==> config.mk <==
export PLATFORM = sky130hd
export DESIGN_NAME = hilo_muldiv
export DESIGN_NICKNAME = d
export VERILOG_FILES = /design/src/rtl/hilo_pkg.sv /design/src/rtl/muldiv_iter.sv /design/src/rtl/hilo_muldiv.sv
export SDC_FILE = /design/constraint.sdc
export NUM_CORES = 1
export LEC_CHECK = 0
export CORE_MARGIN = 1
export CORE_UTILIZATION = 40
export DETAILED_ROUTE_END_ITERATION = 7
export GPL_ROUTABILITY_DRIVEN = 0
export PLACE_DENSITY = 0.66
export SKIP_LAST_GASP = 1
export SLEW_MARGIN = 0
export SYNTH_ARGS = -nofsm -noshare
export SYNTH_HDL_FRONTEND = slang
export SYNTH_SLANG_ARGS = --single-unit
==> constraint.sdc <==
create_clock -name clk -period 4.6 [get_ports clk]
set_input_delay 0.46 -clock clk [delete_from_list [all_inputs] [get_ports clk]]
set_output_delay 0.46 -clock clk [all_outputs]
set_load 0.01 [all_outputs]
==> src/rtl/hilo_pkg.sv <==
// Shared encodings for the HI/LO multiply/divide unit.
package hilo_pkg;

  localparam int unsigned OP_W = 3;

  typedef enum logic [OP_W-1:0] {
    OP_NONE  = 3'd0,
    OP_MULT  = 3'd1,
    OP_MULTU = 3'd2,
    OP_DIV   = 3'd3,
    OP_DIVU  = 3'd4,
    OP_MTHI  = 3'd5,
    OP_MTLO  = 3'd6
  } op_e;

  typedef enum logic [1:0] {
    IDLE   = 2'd0,
    CALC   = 2'd1,
    FINISH = 2'd2
  } state_e;

endpackage

==> src/rtl/muldiv_iter.sv <==
// Iterative unsigned engine: one shift-add (multiply) or restoring
// shift-subtract (divide) step per enabled cycle on a shared accumulator.
module muldiv_iter #(
  parameter int unsigned WIDTH = 32
) (
  input  logic               clk,
  input  logic               rst,
  input  logic               load_i,
  input  logic               step_i,
  input  logic               div_i,
  input  logic [WIDTH-1:0]   acc_lo_i,
  input  logic [WIDTH-1:0]   opnd_i,
  output logic [2*WIDTH-1:0] acc_o,
  output logic               last_c
);

  localparam int unsigned CNT_W = $clog2(WIDTH + 1);

  logic [2*WIDTH-1:0] acc, acc_nxt;
  logic [WIDTH-1:0]   opnd;
  logic [CNT_W-1:0]   cnt;
  logic               div_q;
  logic [WIDTH:0]     add_sum, rem_sh, sub_diff;
  logic               ge;

  // acc = {hi_part, lo_part}: multiplier / dividend enters from the bottom
  always_comb begin
    add_sum  = {1'b0, acc[2*WIDTH-1:WIDTH]} + {1'b0, opnd};
    rem_sh   = acc[2*WIDTH-1:WIDTH-1];
    sub_diff = rem_sh - {1'b0, opnd};
    ge       = (rem_sh >= {1'b0, opnd});
    acc_nxt  = acc;
    if (div_q) begin
      if (ge) acc_nxt = {sub_diff[WIDTH-1:0], acc[WIDTH-2:0], 1'b1};
      else    acc_nxt = {rem_sh[WIDTH-1:0], acc[WIDTH-2:0], 1'b0};
    end else begin
      if (acc[0]) acc_nxt = {add_sum, acc[WIDTH-1:1]};
      else        acc_nxt = {1'b0, acc[2*WIDTH-1:WIDTH], acc[WIDTH-1:1]};
    end
  end

  always_ff @(posedge clk) begin
    if (rst) begin
      acc   <= '0;
      opnd  <= '0;
      cnt   <= '0;
      div_q <= 1'b0;
    end else if (load_i) begin
      acc   <= {{WIDTH{1'b0}}, acc_lo_i};
      opnd  <= opnd_i;
      cnt   <= '0;
      div_q <= div_i;
    end else if (step_i) begin
      acc   <= acc_nxt;
      cnt   <= cnt + CNT_W'(1);
    end
  end

  assign acc_o  = acc;
  assign last_c = (cnt == CNT_W'(WIDTH - 1));

endmodule

==> src/rtl/hilo_muldiv.sv <==
// HI/LO register pair with multi-cycle MULT/MULTU/DIV/DIVU and
// single-cycle MTHI/MTLO, start/busy handshake and flush.
module hilo_muldiv
  import hilo_pkg::*;
#(
  parameter int unsigned WIDTH = 32
) (
  input  logic             clk,
  input  logic             rst,
  input  logic             start_i,
  input  logic [2:0]       op_i,
  input  logic [WIDTH-1:0] rs_i,
  input  logic [WIDTH-1:0] rt_i,
  input  logic             flush_i,
  output logic             busy_o,
  output logic             done_o,
  output logic [WIDTH-1:0] hi_o,
  output logic [WIDTH-1:0] lo_o
);

  state_e state, state_nxt;

  logic               signed_op, div_op, md_op, accept;
  logic [WIDTH-1:0]   rs_mag, rt_mag;
  logic               load_c, step_c, wr_res_c, wr_hi_c, wr_lo_c;
  logic [2*WIDTH-1:0] acc, prod;
  logic [WIDTH-1:0]   quot, rem, res_hi, res_lo;
  logic               div_q, neg_q, rneg_q, dz_q;
  logic [WIDTH-1:0]   rs_q;
  logic               last_c;

  // Operand conditioning: signed ops run on magnitudes
  always_comb begin
    signed_op = (op_i == OP_MULT) || (op_i == OP_DIV);
    div_op    = (op_i == OP_DIV)  || (op_i == OP_DIVU);
    md_op     = signed_op || (op_i == OP_MULTU) || (op_i == OP_DIVU);
    accept    = start_i && !flush_i;
    rs_mag    = (signed_op && rs_i[WIDTH-1]) ? -rs_i : rs_i;
    rt_mag    = (signed_op && rt_i[WIDTH-1]) ? -rt_i : rt_i;
  end

  muldiv_iter #(.WIDTH(WIDTH)) u_iter (
    .clk      (clk),
    .rst      (rst),
    .load_i   (load_c),
    .step_i   (step_c),
    .div_i    (div_op),
    .acc_lo_i (div_op ? rs_mag : rt_mag),
    .opnd_i   (div_op ? rt_mag : rs_mag),
    .acc_o    (acc),
    .last_c   (last_c)
  );

  always_ff @(posedge clk) begin
    if (rst) state <= IDLE;
    else     state <= state_nxt;
  end

  always_comb begin
    state_nxt = state;
    case (state)
      IDLE:    if (accept && md_op) state_nxt = CALC;
      CALC:    if (flush_i) state_nxt = IDLE;
               else if (last_c) state_nxt = FINISH;
      FINISH:  state_nxt = IDLE;
      default: state_nxt = IDLE;
    endcase
  end

  always_comb begin
    load_c   = 1'b0;
    step_c   = 1'b0;
    wr_res_c = 1'b0;
    wr_hi_c  = 1'b0;
    wr_lo_c  = 1'b0;
    case (state)
      IDLE: begin
        load_c  = accept && md_op;
        wr_hi_c = accept && (op_i == OP_MTHI);
        wr_lo_c = accept && (op_i == OP_MTLO);
      end
      CALC:    step_c   = !flush_i;
      FINISH:  wr_res_c = !flush_i;
      default: ;
    endcase
  end

  // Sign fixup; divide-by-zero returns the raw dividend and all-ones
  always_comb begin
    prod   = neg_q ? -acc : acc;
    quot   = neg_q ? -acc[WIDTH-1:0] : acc[WIDTH-1:0];
    rem    = rneg_q ? -acc[2*WIDTH-1:WIDTH] : acc[2*WIDTH-1:WIDTH];
    res_hi = prod[2*WIDTH-1:WIDTH];
    res_lo = prod[WIDTH-1:0];
    if (div_q) begin
      res_hi = dz_q ? rs_q : rem;
      res_lo = dz_q ? {WIDTH{1'b1}} : quot;
    end
  end

  always_ff @(posedge clk) begin
    if (rst) begin
      hi_o   <= '0;
      lo_o   <= '0;
      done_o <= 1'b0;
      div_q  <= 1'b0;
      neg_q  <= 1'b0;
      rneg_q <= 1'b0;
      dz_q   <= 1'b0;
      rs_q   <= '0;
    end else begin
      done_o <= wr_res_c || wr_hi_c || wr_lo_c;
      if (load_c) begin
        div_q  <= div_op;
        neg_q  <= signed_op && (rs_i[WIDTH-1] ^ rt_i[WIDTH-1]);
        rneg_q <= signed_op && rs_i[WIDTH-1];
        dz_q   <= div_op && (rt_i == '0);
        rs_q   <= rs_i;
      end
      if (wr_hi_c) hi_o <= rs_i;
      if (wr_lo_c) lo_o <= rs_i;
      if (wr_res_c) begin
        hi_o <= res_hi;
        lo_o <= res_lo;
      end
    end
  end

  assign busy_o = (state != IDLE);

endmodule

Word level (Yosys, flattened, before mapping)
Index checks and enable logic that the tools add are counted.

Flip-flop bits (word level): 205. Input bits: 71. Output and inout port bits: 66. Logic and storage cells: 86.

$add $sub $neg: 8. Magnitude comparators: 1. Eq/ne operators: 11. Mux-type cells: 29. Bitwise operators: 1. Reduce and logical (&&, ||, !) cells: 23.

Operator list (count): 2-to-1 mux 32 bit (16); 2-to-1 mux 64 bit (4); negation 32 bit (4); negation 64 bit (1); adder 32 x 32 -> 33 bit (1); >= comparator 33 x 32 -> 1 bit (1); zero test 32 bit (1); subtractor 32 bit (1); == test 3 bit, second input constant (3); logical AND 1 bit (8); nonzero test 2 bit (4); adder 6 x 1 -> 6 bit, second input constant (1); == test 3 x 2 -> 1 bit, second input constant (2); == test 6 x 5 -> 1 bit, second input constant (1); logical OR 1 bit (6); 2-to-1 mux 2 bit (3); 2-to-1 mux 1 bit (5); case mux 2 bit (2 select lines) (1); == test 3 x 1 -> 1 bit, second input constant (1); inequality test 3 bit, second input constant (1); == test 2 x 1 -> 1 bit, second input constant (1); == test 2 bit, second input constant (1); zero test 2 bit (1); inequality test 2 bit, second input constant (1); 4 further kinds (4).

Longest topological paths before layout
Word-level depth: 7. Mapped depth: 14.

By module
A second synthesis with hierarchy kept.

Cell total of the unflattened synthesis: 2334. Area total of the unflattened synthesis: 17707.0 sq um.

By module, submodules not included: hilo_muldiv (times used 1, cells an instance 1218, area each 9085.0 sq um); muldiv_iter (times used 1, cells an instance 1116, area each 8622.0 sq um).

Worst setup path after synthesis
No wires, ideal clock.

Path kind: register -> register. From: register u_iter.acc[49], in the netlist u_iter.acc_o[49]. To: register hi_o[29]. Setup time: 0.086 ns. Arrival time: 3.228 ns. Required time: 4.514 ns. Setup slack: 1.286 ns. Cell stages (with the launch flop): 11. Buffers on the path: 1. Cell sequence: dfxtp_1 > buf_6 > or4_4 > or4_4 > or4_4 > or2_1 > or4_1 > o21ai_0 > xor2_1 > o221a_2 > a211oi_1.

Longest elaborated chain between the ends: 5. Elaborated cells on any way between the ends: 7. Those cells by class: add/sub (2); mux (5).

RTL lines: start: declaration (RTL line muldiv_iter.sv:19) `logic [2*WIDTH-1:0] acc, acc_nxt;`; start signal: assignment (RTL line muldiv_iter.sv:49) `acc <= {{WIDTH{1'b0}}, acc_lo_i};`; start signal: assignment (RTL line muldiv_iter.sv:54) `acc <= acc_nxt;`; negation 32 bit (RTL line hilo_muldiv.sv:92) `rem = rneg_q ? -acc[2*WIDTH-1:WIDTH] : acc[2*WIDTH-1:WIDTH];`; 2-to-1 mux 32 bit (RTL line hilo_muldiv.sv:92); 2-to-1 mux 32 bit (RTL line hilo_muldiv.sv:96) `res_hi = dz_q ? rs_q : rem;`; 2-to-1 mux 32 bit * (RTL line hilo_muldiv.sv:95) `if (div_q) begin`; 2-to-1 mux 32 bit * (RTL line hilo_muldiv.sv:122) `if (wr_res_c) begin`; end signal: assignment (RTL line hilo_muldiv.sv:120) `if (wr_hi_c) hi_o <= rs_i;`; end signal: assignment (RTL line hilo_muldiv.sv:123) `hi_o <= res_hi;`; end: declaration (RTL line hilo_muldiv.sv:17) `output logic [WIDTH-1:0] hi_o,`.

Mark *: on every way between the ends. The rest lies on a longest branch, timed or not. A chain may end at the register's enable or synchronous reset.

Worst setup path in the final report
From: register u_iter.acc[32], in the netlist u_iter.acc_o[32]. To: register u_iter.acc[57], in the netlist u_iter.acc_o[57].

Longest elaborated chain between the ends: 3. Elaborated cells on any way between the ends: 6. Those cells by class: add/sub (2); order compare (1); mux (3).

RTL lines: adder 32 x 32 -> 33 bit (tied with other cells) (RTL line muldiv_iter.sv:28) `add_sum = {1'b0, acc[2*WIDTH-1:WIDTH]} + {1'b0, opnd};`; 2-to-1 mux 64 bit, on equally long branches (RTL line muldiv_iter.sv:37, muldiv_iter.sv:34); 2-to-1 mux 64 bit * (RTL line muldiv_iter.sv:33) `if (div_q) begin`.

Marks and branches as above.

==> results.cfg <==
[synth]
synth_edf_count = 0
syn_area_mm2 = 0.0170
synth_top_family_by_area = compound AO/OA/AOI/OAI gates
ys.flop_type = dfxtp_1
synthAdderAreaFrac = 0.0532
ys_async_sr_fraction = 0
ys_warn_count = 0
ys_seq_area_frac = 0.242
synth_compound_area_frac = 0.282
synth_xor_area_frac = 0.0929
synth_seq_cells = 205
synth.area.mux_share = 0.0762
synth_cell_types = 75
synth_nets = 2432
avgSynthCellArea_um2 = 7.41
synth-simple-area-share = 0.197
syn_inst = 2290

[drt]
drtPass1Iterations = 6
vias = 18517
drt_iter0_drc = 2517
drt-total-wl_um = 68000
postRouteAntennaNets = 0
drc = 0
vias_per_cell = 6.45
routedWlPerCell_um = 23.7

[global_routing]
track_usage = 0.304
grt_pass1_vias = 17298
antenna_found_initial = 3
overflow = 0
grt_pass1_wl_um = 103000
grt_max_degree = 87

[sta]
period_share = 0.836
timing.hold.ws_ps = 443
finClkSkew_ps = 16.6
fin_crit_ps = 3840
rsz0062_at_grt = no
setup_tns_ps = 0
tightest_slew_ps = 1240
timing.fmax_ghz = 0.260
hold_viol = 0
slew_headroom = 0.171
finalSetupViolCount = 0
drv_slew = 0

[setup_path]
required_ps = 5030
crit_type = reg2reg
critPathArrivalTime_ps = 4270
critPathLaunchType = flip-flop
end_kind = flip-flop
path_max_fanout = 9
r2r_cells = 11

[power]
power_switching_mw = 1.93
p_per_area_mw_per_mm2 = 284
swShare = 0.348
p_seq_frac = 0.347
max-vdd-ir-drop_mv = 0.293
p_leak_nw = 7.49
combPwrFrac = 0.269
intPower_mw = 3.62
p_clk_frac = 0.384

[clock_tree]
cts.sink_count = 205
clk_latency_ps = 570
hold_buffers = 0
cts_tree = yes
clock_path_buffers = 3
clk_transition_reported_paths_ps = 60
post_cts_buffers = 0
htreeDepth = 1
cts_root_buf = clkbuf_16
cts_resized = 0
cts_made_buffers = 25

[cells_and_area]
nets = 2455
final_area_mm2 = 0.0196
final_core_util = 0.468
drive_gt1_frac = 0.0631
synthToLayoutAreaGrowth_pct = 15.3

[floorplanning]
die_h_um = 208
initial_core_util = 0.406
placementRows = 75
core_area_mm2 = 0.0419
die_x_um = 208
io-pin-count = 137
die_area_mm2 = 0.0433

[min_path]
holdCritPathClass = in2reg
hold_depth = 2

[placement]
dpl_cell_area_mm2 = 0.0187
dp_hpwl_um = 50000
port-buffer-count = 136

[flow_run]
maxCapViolCount = 0

[outcome]
outcome = completed
==> layer usage <==
layer / track usage / vias to the layer above / share of wire
li1: - / 8417 / -
met1: 0.412 / 8751 / 0.41
met2: 0.458 / 1126 / 0.42
met3: 0.0626 / 221 / 0.11
met4: 0.149 / 2 / 0.056
met5: 0 / - / 0.00019
==> path summary, 6_finish.rpt <==
kind / from / end / slack (ps)
max: u_iter.acc_o[32] / u_iter.acc_o[57] / 760
min: rst / u_iter.opnd[3] / 440
max reg2reg: u_iter.acc_o[32] / u_iter.acc_o[57] / 760
min reg2reg: rs_q[1] / rs_q[1] / 460
==> cells by family after synthesis <==
logic type / after synthesis
adders and majority gates: 71
AOI/OAI and AO/OA: 727
and+or+nand+nor: 726
xor gates and xnor gates: 180
buffers and inverters: 253
muxes: 128
DFF: 205
==> stage by stage <==
stage,power (mW),instances,setup WS (ps)
3_3_place_gp,3.38,2825,622
2_1_floorplan,2.88,2290,1290
4_1_cts,5.50,2869,797
5_1_grt,5.73,2869,507
3_5_place_dp,3.39,2825,598
6_report,5.55,2870,756
==> cell usage in the layout (no fill, tap or decap), types with 72 or more instances in the layout <==
master / netlist / final
nand2_1: 290 / 288
dfxtp_1: 205 / 203
nor2_1: 199 / 197
a21oi_1: 194 / 194
o21ai_0: 136 / 136
clkdlybuf4s50_1: 0 / 135
mux2i_1: 119 / 119
xnor2_1: 90 / 90
xor2_1: 90 / 90
o211ai_1: 72 / 72
==> power groups by stage <==
stage               logic, mW  registers (mW)  clock network, mW
finish                   1.49            1.93               2.13
global route             1.59            1.93               2.21
detailed placement       1.43            1.96                  0
floorplan               0.969            1.91                  0
global placement         1.42            1.96                  0
CTS                      1.44            1.92               2.14
==> layout make-up <==
type	count	area, um^2
clock inverter	13	183
tap	539	674
antenna	1	2.50
timing repair buffer	192	1790
multi-input combinational	1832	11900
clock buffer	31	668
sequential	205	4110
inverter	57	214
fill	4116	22300
==> synth_stat cells (7+ instances only) <==
master	instances	area (um^2)
a221oi_1	43	377
dfxtp_1	205	4100
o22ai_1	17	106
nand2_1	290	1090
ha_1	69	863
o211ai_1	72	541
inv_1	56	210
nand4_1	19	119
or2_2	10	62.6
a22o_1	9	78.8
a21o_1	24	180
o41ai_1	14	123
and2_1	14	87.6
buf_1	17	63.8
o31ai_1	38	285
o32ai_1	17	149
a221o_1	7	70.1
o221ai_1	9	78.8
a31oi_1	28	175
clkbuf_1	175	657
a311oi_1	8	70.1
nor4_1	18	113
nor2b_1	17	106
or4_1	22	165
mux2_2	9	101
xor2_1	90	788
a21oi_1	194	971
nor3_1	30	150
mux2i_1	119	1190
xnor2_1	90	788
a211oi_1	35	263
nand3_1	31	155
o21bai_1	15	113
nor2_1	199	747
nand2b_1	16	100
o21a_1	9	67.6
o21ai_0	136	681
or3_1	25	156
==> state kept, by name, indices dropped and copies added (netlist names) <==
name,count
u_iter.opnd,32
u_iter.cnt,6
done_o,1
dz_q,1
neg_q,1
hi_o,32
u_iter.acc_o,64
state,2
div_q,1
rneg_q,1
lo_o,32
rs_q,32
==> critical path, stage by stage, from the launching register on <==
cell and delay (ps):
dfxtp_1 420, ha_1 290, fa_1 430, a211oi_1 320
o211ai_1 150, a311o_1 440, a2111oi_0 560, nor2_1 190
a41oi_1 280, xnor2_1 90, a2111oi_0 430, a211oi_1 80
Note: power is estimated with default switching activity, not from simulation.
